**src/rtl/alu_arbiter.sv**
```systemverilog
// Round-robin arbiter sharing one external 8-bit ALU among NREQ valid/ready requesters.
// Define ALU_ARB_FIXED_PRIO_EN to replace round-robin with fixed lowest-index-wins priority.
module alu_arbiter #(
    parameter int NREQ    = 4,
    parameter int ALU_LAT = 1
) (
    input  logic                clock,
    input  logic                resetn,
    input  logic [NREQ-1:0]     req_valid,
    output logic [NREQ-1:0]     req_ready,
    input  logic [8*NREQ-1:0]   req_opA,
    input  logic [8*NREQ-1:0]   req_opB,
    input  logic [2*NREQ-1:0]   req_opcode,
    input  logic [3*NREQ-1:0]   req_shift,
    output logic [NREQ-1:0]     rsp_valid,
    input  logic [NREQ-1:0]     rsp_ready,
    output logic [7:0]          rsp_data,
    output logic [7:0]          alu_opA,
    output logic [7:0]          alu_opB,
    output logic [1:0]          alu_opcode,
    output logic [2:0]          alu_shift_num,
    input  logic [7:0]          alu_y,
    output logic                busy
);

    localparam int GW = (NREQ > 1) ? $clog2(NREQ) : 1;
    localparam int CW = $clog2(ALU_LAT + 1);
    localparam logic [CW-1:0] LAT_LOAD = CW'(ALU_LAT);

    typedef enum logic [1:0] {IDLE, ISSUE, WAIT, RESP} state_t;

    state_t          state_reg, state_next;
    logic [CW-1:0]   cnt_reg, cnt_next;
    logic [GW-1:0]   grant_reg;
    logic [GW-1:0]   grant_idx;
    logic [GW-1:0]   cand;
    logic            grant_found;
    logic            req_hs;
    logic            rsp_hs;
    logic [7:0]      opa_reg, opb_reg, rsp_data_reg;
    logic [1:0]      opcode_reg;
    logic [2:0]      shift_reg;

`ifdef ALU_ARB_FIXED_PRIO_EN
    // Descending scan so the lowest-index valid requester is the final assignment.
    always_comb begin
        grant_idx   = '0;
        cand        = '0;
        grant_found = |req_valid;
        for (int k = NREQ - 1; k >= 0; k--) begin
            cand = GW'(k);
            if (req_valid[cand]) begin
                grant_idx = cand;
            end
        end
    end
`else
    logic [GW-1:0] last_grant_reg;

    always_comb begin
        grant_idx   = '0;
        grant_found = 1'b0;
        cand        = '0;
        for (int k = 1; k <= NREQ; k++) begin
            cand = GW'((int'(last_grant_reg) + k) % NREQ);
            if (!grant_found && req_valid[cand]) begin
                grant_found = 1'b1;
                grant_idx   = cand;
            end
        end
    end

    // Updated only on a completed response, so an aborted operation never moves the pointer.
    always_ff @(posedge clock or negedge resetn) begin
        if (!resetn) begin
            last_grant_reg <= GW'(NREQ - 1);
        end else if (rsp_hs) begin
            last_grant_reg <= grant_reg;
        end
    end
`endif

    // Gated by resetn so req_ready reads zero for the whole reset window, not just after an edge.
    assign req_hs = resetn && (state_reg == IDLE) && grant_found;
    assign rsp_hs = (state_reg == RESP) && rsp_ready[grant_reg];

    genvar gi;
    generate
        for (gi = 0; gi < NREQ; gi++) begin : g_onehot
            assign req_ready[gi] = req_hs && (grant_idx == GW'(gi));
            assign rsp_valid[gi] = (state_reg == RESP) && (grant_reg == GW'(gi));
        end
    endgenerate

    assign busy          = (state_reg != IDLE);
    assign rsp_data      = rsp_data_reg;
    assign alu_opA       = opa_reg;
    assign alu_opB       = opb_reg;
    assign alu_opcode    = opcode_reg;
    assign alu_shift_num = shift_reg;

    always_comb begin
        state_next = state_reg;
        cnt_next   = cnt_reg;
        case (state_reg)
            IDLE: begin
                if (req_hs) begin
                    state_next = ISSUE;
                end
            end
            ISSUE: begin
                cnt_next   = LAT_LOAD;
                state_next = WAIT;
            end
            WAIT: begin
                cnt_next = cnt_reg - 1'b1;
                if (cnt_reg == CW'(1)) begin
                    state_next = RESP;
                end
            end
            RESP: begin
                if (rsp_hs) begin
                    state_next = IDLE;
                end
            end
            default: state_next = IDLE;
        endcase
    end

    always_ff @(posedge clock or negedge resetn) begin
        if (!resetn) begin
            state_reg    <= IDLE;
            cnt_reg      <= '0;
            grant_reg    <= '0;
            opa_reg      <= '0;
            opb_reg      <= '0;
            opcode_reg   <= '0;
            shift_reg    <= '0;
            rsp_data_reg <= '0;
        end else begin
            state_reg <= state_next;
            cnt_reg   <= cnt_next;
            if (req_hs) begin
                grant_reg  <= grant_idx;
                opa_reg    <= req_opA[8*grant_idx +: 8];
                opb_reg    <= req_opB[8*grant_idx +: 8];
                opcode_reg <= req_opcode[2*grant_idx +: 2];
                shift_reg  <= req_shift[3*grant_idx +: 3];
            end
            if ((state_reg == WAIT) && (cnt_reg == CW'(1))) begin
                rsp_data_reg <= alu_y;
            end
        end
    end

endmodule

```
**config.mk**
```make
export PLATFORM = sky130hd
export DESIGN_NAME = alu_arbiter
export DESIGN_NICKNAME = d
export VERILOG_FILES = /design/src/rtl/alu_arbiter.sv
export SDC_FILE = /design/constraint.sdc
export NUM_CORES = 1
export LEC_CHECK = 0
export BUFFER_PORTS_ARGS = -buffer_cell sky130_fd_sc_hd__buf_2
export CAP_MARGIN = 20
export CORE_MARGIN = 2
export CORE_UTILIZATION = 40
export CTS_BUF_LIST = sky130_fd_sc_hd__clkbuf_4 sky130_fd_sc_hd__clkbuf_8
export CTS_CLUSTER_SIZE = 30
export DETAILED_ROUTE_END_ITERATION = 12
export GPL_TIMING_DRIVEN = 1
export PLACE_DENSITY_LB_ADDON = 0.12
export SLEW_MARGIN = 20
export SYNTH_ARGS = -nofsm -noshare
export SYNTH_HDL_FRONTEND = slang
export SYNTH_SLANG_ARGS = --single-unit
```
**constraint.sdc**
```tcl
create_clock -name clock -period 2 [get_ports clock]
set_input_delay 0.1 -clock clock [delete_from_list [all_inputs] [get_ports clock]]
set_output_delay 0.1 -clock clock [all_outputs]
set_load 0.05 [all_outputs]
```
Yosys cells after proc, flatten, opt, wreduce, memory -nomap -nowiden

Index checks and enable logic that the tools add are counted.

Flip-flop bits (word level): 36
Logic and storage cells: 83
Bits of input ports: 102
Output and inout bits: 38

$lt $le $gt $ge: 5
$add $sub $neg: 5
Shift operators: 4
$mul: 1
Equal/unequal tests: 12
Multiplexer cells: 23
Reduce and logical (&&, ||, !) cells: 24

Operators by type and width:

| cell                                                                  | count |
|---|---|
| 32-bit by 6-bit indexed part select with 8-bit output                 | 2 |
| 1-bit logical AND                                                     | 15 |
| 2-bit by 3-bit < comparator with 1-bit output (second input constant) | 5 |
| 2-bit two-way mux                                                     | 7 |
| 2-bit == test (second input constant)                                 | 6 |
| 12-bit by 5-bit indexed part select with 3-bit output                 | 1 |
| 1-bit binary-select mux with 2-bit select                             | 5 |
| 1-bit two-way mux                                                     | 9 |
| 2-bit one-hot mux with 4 select lines                                 | 1 |
| 8-bit by 4-bit indexed part select with 2-bit output                  | 1 |
| 2-bit by 1-bit == test with 1-bit output (second input constant)      | 3 |
| 2-bit logical NOT                                                     | 3 |
| 2-bit inequality test (second input constant)                         | 3 |
| 2-bit by 1-bit adder with 2-bit output (second input constant)        | 2 |
| 2-bit adder (second input constant)                                   | 2 |
| 2-bit by 2-bit multiplier with 4-bit output (first input constant)    | 1 |
| 2-bit nonzero test                                                    | 2 |
| 1-bit logical NOT                                                     | 3 |
| 3-bit AND reduction                                                   | 1 |
| 1-bit one-hot mux with 2 select lines                                 | 1 |
| 1-bit subtractor (second input constant)                              | 1 |

Longest topological paths before layout

Gate-level depths: netlist (run 1).

Word-level depth: 16
Gate-level depth with buffers: 7
Depth with buffers taken out: 7

Least setup slack after synthesis (run 1)

No wires, ideal clock.

Kind: register to output
Start: register last_grant_reg[1]
End: output port req_ready[1]
Stages on the path, launching flop included: 6
Path buffers: 1
Required time: 1.900 ns
Slack: -0.506 ns
Arrival time: 2.406 ns
Cell sequence: dfstp_2 buf_6 inv_1 or3_1 and3_1 nor3_1

Longest elaborated chain between the ends: 15
Elaborated cells between the ends (all ways): 29
Those cells by class: add/sub: 4; eq/ne: 1; mux: 16; reduce/logical: 8

RTL lines:

| element                                                                       | RTL line | text |
|---|---|---|
| start, declared                                                               | 58       | `logic [GW-1:0] last_grant_reg;` |
| start signal, assigned                                                        | 76       | `last_grant_reg <= GW'(NREQ - 1);` |
| start signal, assigned                                                        | 78       | `last_grant_reg <= grant_reg;` |
| 2-bit by 1-bit adder with 2-bit output                                        | 65       | `cand = GW'((int'(last_grant_reg) + k) % NREQ);` |
| 1-bit binary-select mux with 2-bit select                                     | 66       | `if (!grant_found && req_valid[cand]) begin` |
| 1-bit two-way mux (implied by the code)                                       | 66       |  |
| 1-bit two-way mux                                                             | 66       |  |
| 1-bit logical NOT                                                             | 66       |  |
| 1-bit logical AND                                                             | 66       |  |
| 1-bit two-way mux                                                             | 66       |  |
| 1-bit logical NOT                                                             | 66       |  |
| 1-bit logical AND                                                             | 66       |  |
| 1-bit two-way mux                                                             | 66       |  |
| 1-bit logical NOT                                                             | 66       |  |
| 1-bit logical AND                                                             | 66       |  |
| 2-bit two-way mux or 1-bit two-way mux (tied branches)                        | 66       |  |
| 2-bit by 1-bit == test with 1-bit output or 1-bit logical AND (tied branches) | 90, 84   |  |
| 1-bit logical AND (*)                                                         | 90       | `assign req_ready[gi] = req_hs && (grant_idx == GW'(gi));` |
| end, declared                                                                 | 10       | `output logic [NREQ-1:0] req_ready,` |

Mark *: on every way between the ends. The rest lies on a longest branch, timed or not. The select of a mux whose other input is x is not followed.

Worst setup path after layout (run 1)

Start: register last_grant_reg[1]
End: output port req_ready[2]

Longest elaborated chain between the ends: 15
Elaborated cells between the ends (all ways): 29
Those cells by class: add/sub: 4; eq/ne: 1; mux: 16; reduce/logical: 8

RTL lines:

| element                                                | RTL line |
|---|---|
| 2-bit by 1-bit adder with 2-bit output                 | 65 |
| 1-bit binary-select mux with 2-bit select              | 66 |
| 1-bit two-way mux (implied by the code)                | 66 |
| 1-bit two-way mux                                      | 66 |
| 1-bit logical NOT                                      | 66 |
| 1-bit logical AND                                      | 66 |
| 1-bit two-way mux                                      | 66 |
| 1-bit logical NOT                                      | 66 |
| 1-bit logical AND                                      | 66 |
| 1-bit two-way mux                                      | 66 |
| 1-bit logical NOT                                      | 66 |
| 1-bit logical AND                                      | 66 |
| 2-bit two-way mux or 1-bit two-way mux (tied branches) | 66 |
| 2-bit == test or 1-bit logical AND (tied branches)     | 90, 84 |
| 1-bit logical AND (*)                                  | 90 |

Marked as above.

==> results.rst, run 1 <==
.. list-table::
   :header-rows: 1

   * - Metric
     - Value
   * - Number of nets in the finished design
     - slightly below 500
   * - Power density relative to cell area
     - between 1500 and 2000 mW/mm^2
   * - Starting density of the core
     - a little over two fifths
   * - Setup slack, reg-to-reg
     - -0.08 ns
   * - Primary flip-flop cell chosen by synthesis mapping
     - dfrtp_1
   * - Number of fill cells in the layout
     - 451
   * - Final hold violation count
     - 0
   * - Via count of the first global-routing pass
     - about 2300
   * - Via count
     - 2469
   * - CTS tree
     - built
   * - Synthesized Nets
     - between 300 and 400
   * - Number of diodes added for antenna fixing
     - 0
   * - Clock share of power
     - a little under an eighth
   * - Combinational share of power
     - between 60% and 70%
   * - I/O Pins
     - 140
   * - Crit path required time
     - approximately 1.9 ns
   * - Post-synthesis register bit count
     - 36
   * - Setup repair after global routing missed its margin
     - yes
   * - Depth of the CTS H-tree
     - 2
   * - Fraction of final layout cells with drive strength greater than 1
     - approximately 60%
   * - Tightest Hold Check Type
     - in -> reg
   * - Number of buffers created by CTS
     - 5
   * - Area of the die
     - 0.00635 sq mm
   * - Data arrival time at the worst-slack endpoint
     - slightly below 2 ns
   * - Standby leakage power
     - between 1.5 and 2 nW
   * - Proportion of power drawn by flip-flops and latches
     - about a quarter
   * - Remaining DRCs
     - 0
   * - Maximum fanout encountered on the critical timing path
     - 3
   * - First drt pass iteration count
     - 4
   * - Switching portion of total power
     - approximately 48%
   * - Max transition margin
     - ~72%
   * - Critical Path End Type
     - primary output
   * - Register Area
     - approximately 900 sq um
   * - Syn Inst Count
     - roughly 230
   * - Number of I/O port buffers
     - approximately 140
   * - Setup violations, final
     - 25
   * - Tot GR Track Use
     - a little under a quarter
   * - Antenna violations before repair
     - 0
   * - Remaining number of nets flagged by the antenna check after routing
     - 0
   * - Number of distinct library cells after synthesis
     - 35
   * - Kind of start point of the critical path
     - flop
   * - Ranking of synthesized cells by area
     - dfrtp_1 (37%), a221o_1 (9.2%), mux2_1 (8.8%)
   * - Cell types with the highest counts after synthesis
     - dfrtp_1 (34), a21oi_1 (23), nand3_1 (23), o21ai_0 (23), a221o_1 (21)
   * - Clock insertion delay at the later pin of the skew report
     - a little under 0.3 ns
   * - Cell accounting for the most synthesized area
     - dfrtp_1
   * - FFs w/ async S/R, synth
     - 100%
   * - Post-detailed-route via-to-cell ratio
     - ~5.4
   * - Clock Pin Slew Worst Setup and Hold Paths
     - roughly 0.080 ns
   * - Post-route setup slack
     - -0.0872 ns
   * - Final number of max-transition violations
     - 0
   * - Type of the worst setup path
     - reg -> out
   * - Sequential element share of the synthesized area
     - between 30% and 40%
   * - Peak supply drop
     - 0.000855 V
   * - Final std cells w/o fill
     - 460
   * - Die X-Extent
     - ~80 um
   * - Post-detailed-route wirelength per cell
     - approximately 16 um
   * - Maximum number of pins on one net before global-route repair
     - 22
   * - Total routed wirelength
     - between 7000 and 8000 um
   * - TritonCTS sink count
     - 36
   * - Avg Cell Area, Syn
     - about 10 sq um
   * - Maximum buffer depth of the clock tree
     - 2
   * - Internal Power
     - approximately 3 mW
   * - Area growth, synth to finish
     - 57.3%
   * - Achievable clock frequency
     - about 0.48 GHz
   * - Congestion Overflow GR
     - 0
   * - Portion of the clock cycle consumed by the worst path in the final layout
     - 104%
   * - Worst-case clock skew
     - approximately 0.0088 ns
   * - Clock tree root buffer cell
     - clkbuf_8
   * - Yosys Warn Count
     - 0
   * - Core area
     - between 0.005 and 0.006 sq mm
   * - Std cell rows
     - 27
   * - GPL Wtd Cong
     - 0.790
   * - Placed Cells incl. Taps
     - 441
   * - Count of flip-flops with a built-in enable after synthesis
     - 0
   * - Post-layout min period
     - between 2 and 2.5 ns
   * - Count of maximum capacitance violations
     - 0
   * - Cell with the most instances after synthesis
     - dfrtp_1
   * - Share of Yosys cell area claimed by the top area cell type
     - between 30% and 40%
   * - Area taken by multi-input logic gates
     - ~0.0014 sq mm
   * - Iter 0 DRT Violations
     - 62
   * - Total net switching power
     - 2.70 mW
   * - Area after detailed placement
     - between 0.003 and 0.004 sq mm
   * - Cell Area, Synth
     - about 0.0023 sq mm
   * - Final instance area
     - 0.00360 sq mm
   * - Run status
     - complete, but fails checks
   * - Half-perimeter wire length after detailed placement
     - 5230 um
   * - Failing checks
     - setup timing
   * - Slew at the pin closest to its max-slew limit
     - 0.424 ns
   * - Global-route wire length before repair
     - 11100 um
   * - Die Ht
     - ~80 um
==> metrics by stage <==
step	total power [mW]	setup slack, ns	utilization [%]	TNS (ns)	hold WS, ns
2_1_floorplan	3.85	-0.0771	-	-0.373	-0.196
3_3_place_gp	4.72	-0.00408	60.2	-0.00869	0.128
3_5_place_dp	4.76	-0.0352	60.2	-0.398	0.131
4_1_cts	5.62	-0.0818	65.2	-1.62	0.0330
5_1_grt	5.92	-0.147	65.5	-2.91	0.0245
6_report	5.62	-0.0872	65.5	-1.54	0.0400
==> critical path: stages (launching register included) <==
cell       delay, ns
dfstp_2         0.61
mux2i_4         0.29
buf_6           0.14
a2bb2oi_4       0.14
o211ai_1        0.19
nor2_2          0.15
buf_6           0.17
==> metal layers <==
layer | vias to the layer above | global-route usage, % | wire [um]
met5 | - | 0 | 0
met4 | 0 | 7.07 | 70
met3 | 7 | 4.64 | 542
met2 | 100 | 37.1 | 3470
met1 | 1178 | 29.9 | 3270
li1 | 1184 | - | -
==> placed cells by master (no fill, tap or decap), drive strengths merged, types with 2 or more instances in the layout <==
cell and count:
buf 171, dfrtp 34, mux2 32, nand3 23
a21oi 23, o21ai 23, a221o 21, inv 8
nor2 8, nand2 7, clkbuf 6, ha 4
and3 3, o211ai 2, dfstp 2, mux2i 2
nor3 2
==> final cells by class <==
class,count,area share [%]
clock inverters,2,0.972
repair buffers,172,29.2
inverters,8,0.833
multi-input cells,164,39.3
well taps,72,2.50
clock buffers,6,2.12
flip-flops and latches,36,25.1
==> final timing paths <==
check                           cells after the start         startpoint           endpoint
worst max-delay path                                6  last_grant_reg[1]       req_ready[2]
worst min-delay path                                2           alu_y[3]        rsp_data[3]
worst max register to register                      6  last_grant_reg[1]         alu_opA[6]
worst min register to register                      1        rsp_data[3]        rsp_data[3]
max in group asynchronous                           3             resetn  last_grant_reg[0]
min in group asynchronous                           3             resetn       grant_reg[0]
==> power by group through the flow <==
stage | clock [mW] | sequential [mW] | combinational [mW]
finish | 0.657 | 1.33 | 3.63
global route | 0.707 | 1.38 | 3.84
CTS | 0.669 | 1.33 | 3.62
detailed placement | 0 | 1.33 | 3.43
global placement | 0 | 1.33 | 3.39
floorplan | 0 | 2.27 | 1.58
==> cell families (layout without fill, tap and decap cells) <==
logic type	count (synthesis)	after routing	synth area share, %
AOI/OAI and AO/OA	77	77	23.5
and+or+nand+nor	48	48	11.4
DFF	36	36	39.4
muxes	35	35	17.6
buffers and inverters	25	188	5.95
adders and majority gates	4	4	2.18
==> what timing repair did <==
item | in CTS | in global routing
pin swaps | 13 | 2
hold buffers | 1 | 0
gates resized for setup | 22 | 3
endpoints found under the setup margin | 25 | 25
endpoints found under the hold margin | 34 | 0
setup buffers | 10 | 0
No activity file was read; power rests on OpenSTA's default activity.
==> run 2, diff against run 1 <==
--- a/config.mk
+++ b/config.mk
@@ -5,6 +5,7 @@
 export SDC_FILE = /design/constraint.sdc
 export NUM_CORES = 1
 export LEC_CHECK = 0
+export ABC_AREA = 1
 export BUFFER_PORTS_ARGS = -buffer_cell sky130_fd_sc_hd__buf_2
 export CAP_MARGIN = 20
 export CORE_MARGIN = 2
@@ -14,7 +15,7 @@
 export DETAILED_ROUTE_END_ITERATION = 12
 export GPL_TIMING_DRIVEN = 1
 export PLACE_DENSITY_LB_ADDON = 0.12
-export SLEW_MARGIN = 20
+export SLEW_MARGIN = 25
 export SYNTH_ARGS = -nofsm -noshare
 export SYNTH_HDL_FRONTEND = slang
 export SYNTH_SLANG_ARGS = --single-unit
==> run 2 against run 1 <==
Against the previous run:
- the run still ends with setup timing left
- flip-flop and latch count did not move
- clock-buffer cell count fell by 1
- critical endpoint unchanged
- synthesized cell count rose by 100%
- sequential share of layout area fell by 3.4 points
- highest routed layer unchanged
- via count rose by 35%
- non-clock buffer count rose by 4
- design area rose by 16%
==> results.rst, run 2 <==
.. list-table::
   :header-rows: 1

   * - Metric
     - Value
   * - Die Ht
     - 88.5 um (+11%)
   * - First drt pass iteration count
     - 4 (unchanged)
   * - Startpoint of the lowest-slack hold path
     - alu_y[2]
   * - Run status
     - complete, but fails checks
   * - Cell accounting for the most synthesized area
     - dfrtp_1
   * - Core area
     - 0.00687 sq mm (+25%)
   * - Post-route setup slack
     - -0.339 ns (-0.252 ns)
   * - Clock Pin Slew Worst Setup and Hold Paths
     - 0.08 ns (about the same)
   * - Final number of max-transition violations
     - 0 (unchanged)
   * - Commonest non-fill, non-tap cells in the layout
     - nand2_1 (147), buf_2 (135), inv_1 (92)
   * - Total routed wirelength
     - 8550 um (+16%)
   * - Buffers and inverters on the worst path
     - 3 (+1)
   * - Count of maximum capacitance violations
     - 0 (unchanged)
   * - Critical path startpoint
     - last_grant_reg[0]
   * - Congestion Overflow GR
     - 0 (unchanged)
   * - Maximum number of pins on one net before global-route repair
     - 37 (+68%)
   * - Area of the die
     - 0.00783 sq mm (+23%)
   * - Slew at the pin closest to its max-slew limit
     - 0.476 ns (+0.0512 ns)
   * - Number of nets in the finished design
     - 728 (+48%)
   * - Via count of the first global-routing pass
     - 3047 (+31%)
   * - Remaining DRCs
     - 0 (unchanged)
   * - Synthesized Nets
     - 566 (+71%)
   * - Std cell rows
     - 30 (+11%)
   * - Worst slack at placement
     - -0.0344 ns (+0.000773 ns)
   * - Post-detailed-route wirelength per cell
     - 11.9 um (-26%)
   * - Area growth, synth to finish
     - 46.2%
   * - Cell with the most instances after synthesis
     - nand2_1
   * - Antenna violations before repair
     - 0 (unchanged)
   * - Library cell contributing the largest single delay on the critical path
     - dfstp_2
   * - Tot GR Track Use
     - 21.8% (-0.79 points)
   * - Half-perimeter wire length after detailed placement
     - 6380 um (+22%)
   * - Type of the worst setup path
     - reg -> out
   * - FFs w/ async S/R, synth
     - 100% (unchanged)
   * - Failing checks
     - setup timing
   * - Clock insertion delay at the later pin of the skew report
     - 0.29 ns (about the same)
   * - Kind of start point of the critical path
     - flop
   * - Cell types with the highest counts after synthesis
     - nand2_1 (165), inv_1 (95), nand3_1 (90)
   * - Crit path required time
     - 1.90 ns (about the same)
   * - Family with the most delay on the worst path
     - simple AND/OR/NAND/NOR gates
   * - CTS tree
     - built
   * - Portion of the clock cycle consumed by the worst path in the final layout
     - 117% (+13 points)
   * - Number of distinct library cells after synthesis
     - 25 (-29%)
   * - Data arrival time at the worst-slack endpoint
     - 2.24 ns (+0.25 ns)
   * - Critical Path End Type
     - primary output
   * - Post-layout min period
     - 2.34 ns (+0.252 ns)
   * - Share of Yosys cell area claimed by the top area cell type
     - 29.8% (-7.3 points)
   * - Number of I/O port buffers
     - 139 (unchanged)
   * - Worst path max stage delay
     - 0.61 ns (about the same)
   * - Yosys Warn Count
     - 0 (unchanged)
   * - Post-detailed-route via-to-cell ratio
     - 4.63 (-14%)
   * - Count of flip-flops with a built-in enable after synthesis
     - 0 (unchanged)
   * - Final hold violation count
     - 0 (unchanged)
   * - Global-route wire length before repair
     - 13600 um (+22%)
   * - Primary flip-flop cell chosen by synthesis mapping
     - dfrtp_1
   * - Tightest Hold Check Type
     - in -> reg
   * - Sequential element share of the synthesized area
     - 31.6% (-7.8 points)
   * - Number of diodes added for antenna fixing
     - 0 (unchanged)
   * - Max transition margin
     - 68.3% (-3.3 points)
   * - Via count
     - 3332 (+35%)
   * - Cell Area, Synth
     - 0.00286 sq mm (+25%)
   * - Die X-Extent
     - 88.5 um (+11%)
   * - Iter 0 DRT Violations
     - 126 (+100%)
   * - TritonCTS sink count
     - 36 (unchanged)
   * - Maximum buffer depth of the clock tree
     - 2 (unchanged)
   * - Sequence of cells on the critical path
     - clkinv_4 -> nand2_1 -> nand2_2 -> nand2_2 -> nand2_4 -> nor2_4 -> nand2_2 -> nor2_4 -> nor2_4 -> buf_12 -> nor3_4 -> buf_6
   * - Remaining number of nets flagged by the antenna check after routing
     - 0 (unchanged)
   * - Post-synthesis register bit count
     - 36 (unchanged)
   * - Clock tree root buffer cell
     - clkbuf_8
   * - GPL Wtd Cong
     - 0.826 (+4.4%)
   * - Setup repair after global routing missed its margin
     - yes
   * - Starting density of the core
     - 41.6% (-0.042 points)
   * - Ranking of synthesized cells by area
     - dfrtp_1 (30%), nand2_1 (22%), nand3_1 (16%)
   * - Avg Cell Area, Syn
     - 6.21 sq um (-39%)
   * - Post-Route Setup TNS
     - -4.47 ns (-2.93 ns)
   * - Beginning of the worst register-to-register path
     - last_grant_reg[0]
   * - Syn Inst Count
     - 460 (+100%)
   * - Most common cell after layout, fill and taps aside
     - nand2_1
   * - Fraction of final layout cells with drive strength greater than 1
     - 38.8% (-21 points)
   * - Depth of the CTS H-tree
     - 2 (unchanged)
   * - Achievable clock frequency
     - 0.428 GHz (-11%)
   * - Maximum fanout encountered on the critical timing path
     - 7 (+4)
   * - I/O Pins
     - 140 (unchanged)
   * - Number of buffers created by CTS
     - 5 (unchanged)
   * - Worst-case clock skew
     - 0.00905 ns (+0.000268 ns)
   * - Setup violations, final
     - 25 (unchanged)
run 2: cell count changes after synthesis, moves of 18 or more:
cell	delta
nand2_1	+158
inv_1	+87
nand3_1	+67
a221o_1	-21
a21oi_1	-20
mux2_1	-18
run 2: worst paths after layout:
| check | slack [ns] | end | depth (start not counted) |
|---|---|---|---|
| setup / recovery | -0.34 | req_ready[2] | 12 |
| hold / removal | 0.03 | rsp_data[2] | 2 |
| setup reg to reg | -0.27 | alu_opB[3] | 16 |
| hold reg to reg | 0.48 | alu_opA[7] | 2 |
| max in group asynchronous | 1.17 | last_grant_reg[1] | 3 |
| min in group asynchronous | 0.48 | rsp_data[2] | 3 |
run 2: stage by stage:
stage / area (sq um) / cells / util [%] / hold WS [ns]
final: 4180 / 719 / 60.8 / 0.0342
after floorplan: 2880 / 460 / - / -0.196
after global routing: 4180 / 719 / 60.8 / 0.0255
after detailed placement: 3760 / 696 / 54.8 / 0.239
after CTS: 4020 / 710 / 58.6 / 0.0307
after global placement: 3760 / 696 / 54.8 / 0.235
run 2: cell type report:
cell class	count	area, sq um
Fill cell	670	2690
Multi-Input combinational cell	302	1570
Timing Repair Buffer	176	1080
Sequential cell	36	903
Inverter	101	389
Tap cell	96	120
Clock buffer	5	68.8
Clock inverter	3	42.5
run 2: cell families (layout without fill, tap and decap cells):
logic type                 count (synthesis)  count (layout)  share of synthesized area (%)
and+or+nand+nor                          279             279                           43.4
AOI/OAI and AO/OA                         11              11                           1.93
adders and majority gates                  4               4                           1.75
muxes                                      8               8                           3.15
DFF                                       36              36                           31.6
buffers and inverters                    122             285                           18.1
run 2: what timing repair did:
item	CTS	global route
endpoints found under the setup margin	22	28
pin swaps	7	10
gates resized for setup	32	24
hold endpoints to repair	34	0
hold buffers	1	0
buffers inserted	7	9
run 2: per-layer routing:
layer  vias up  GRT usage [%]  wire [um]
met5         -              0          0
met4         0           6.20        146
met3        13           2.52        435
met2       116           37.3       4240
met1      1489           29.2       3730
li1       1714              -          -
Power of run 2 is left out: the tool's default activity adds up to more than one toggle a clock period on the data nets, which glitch-free logic cannot reach.
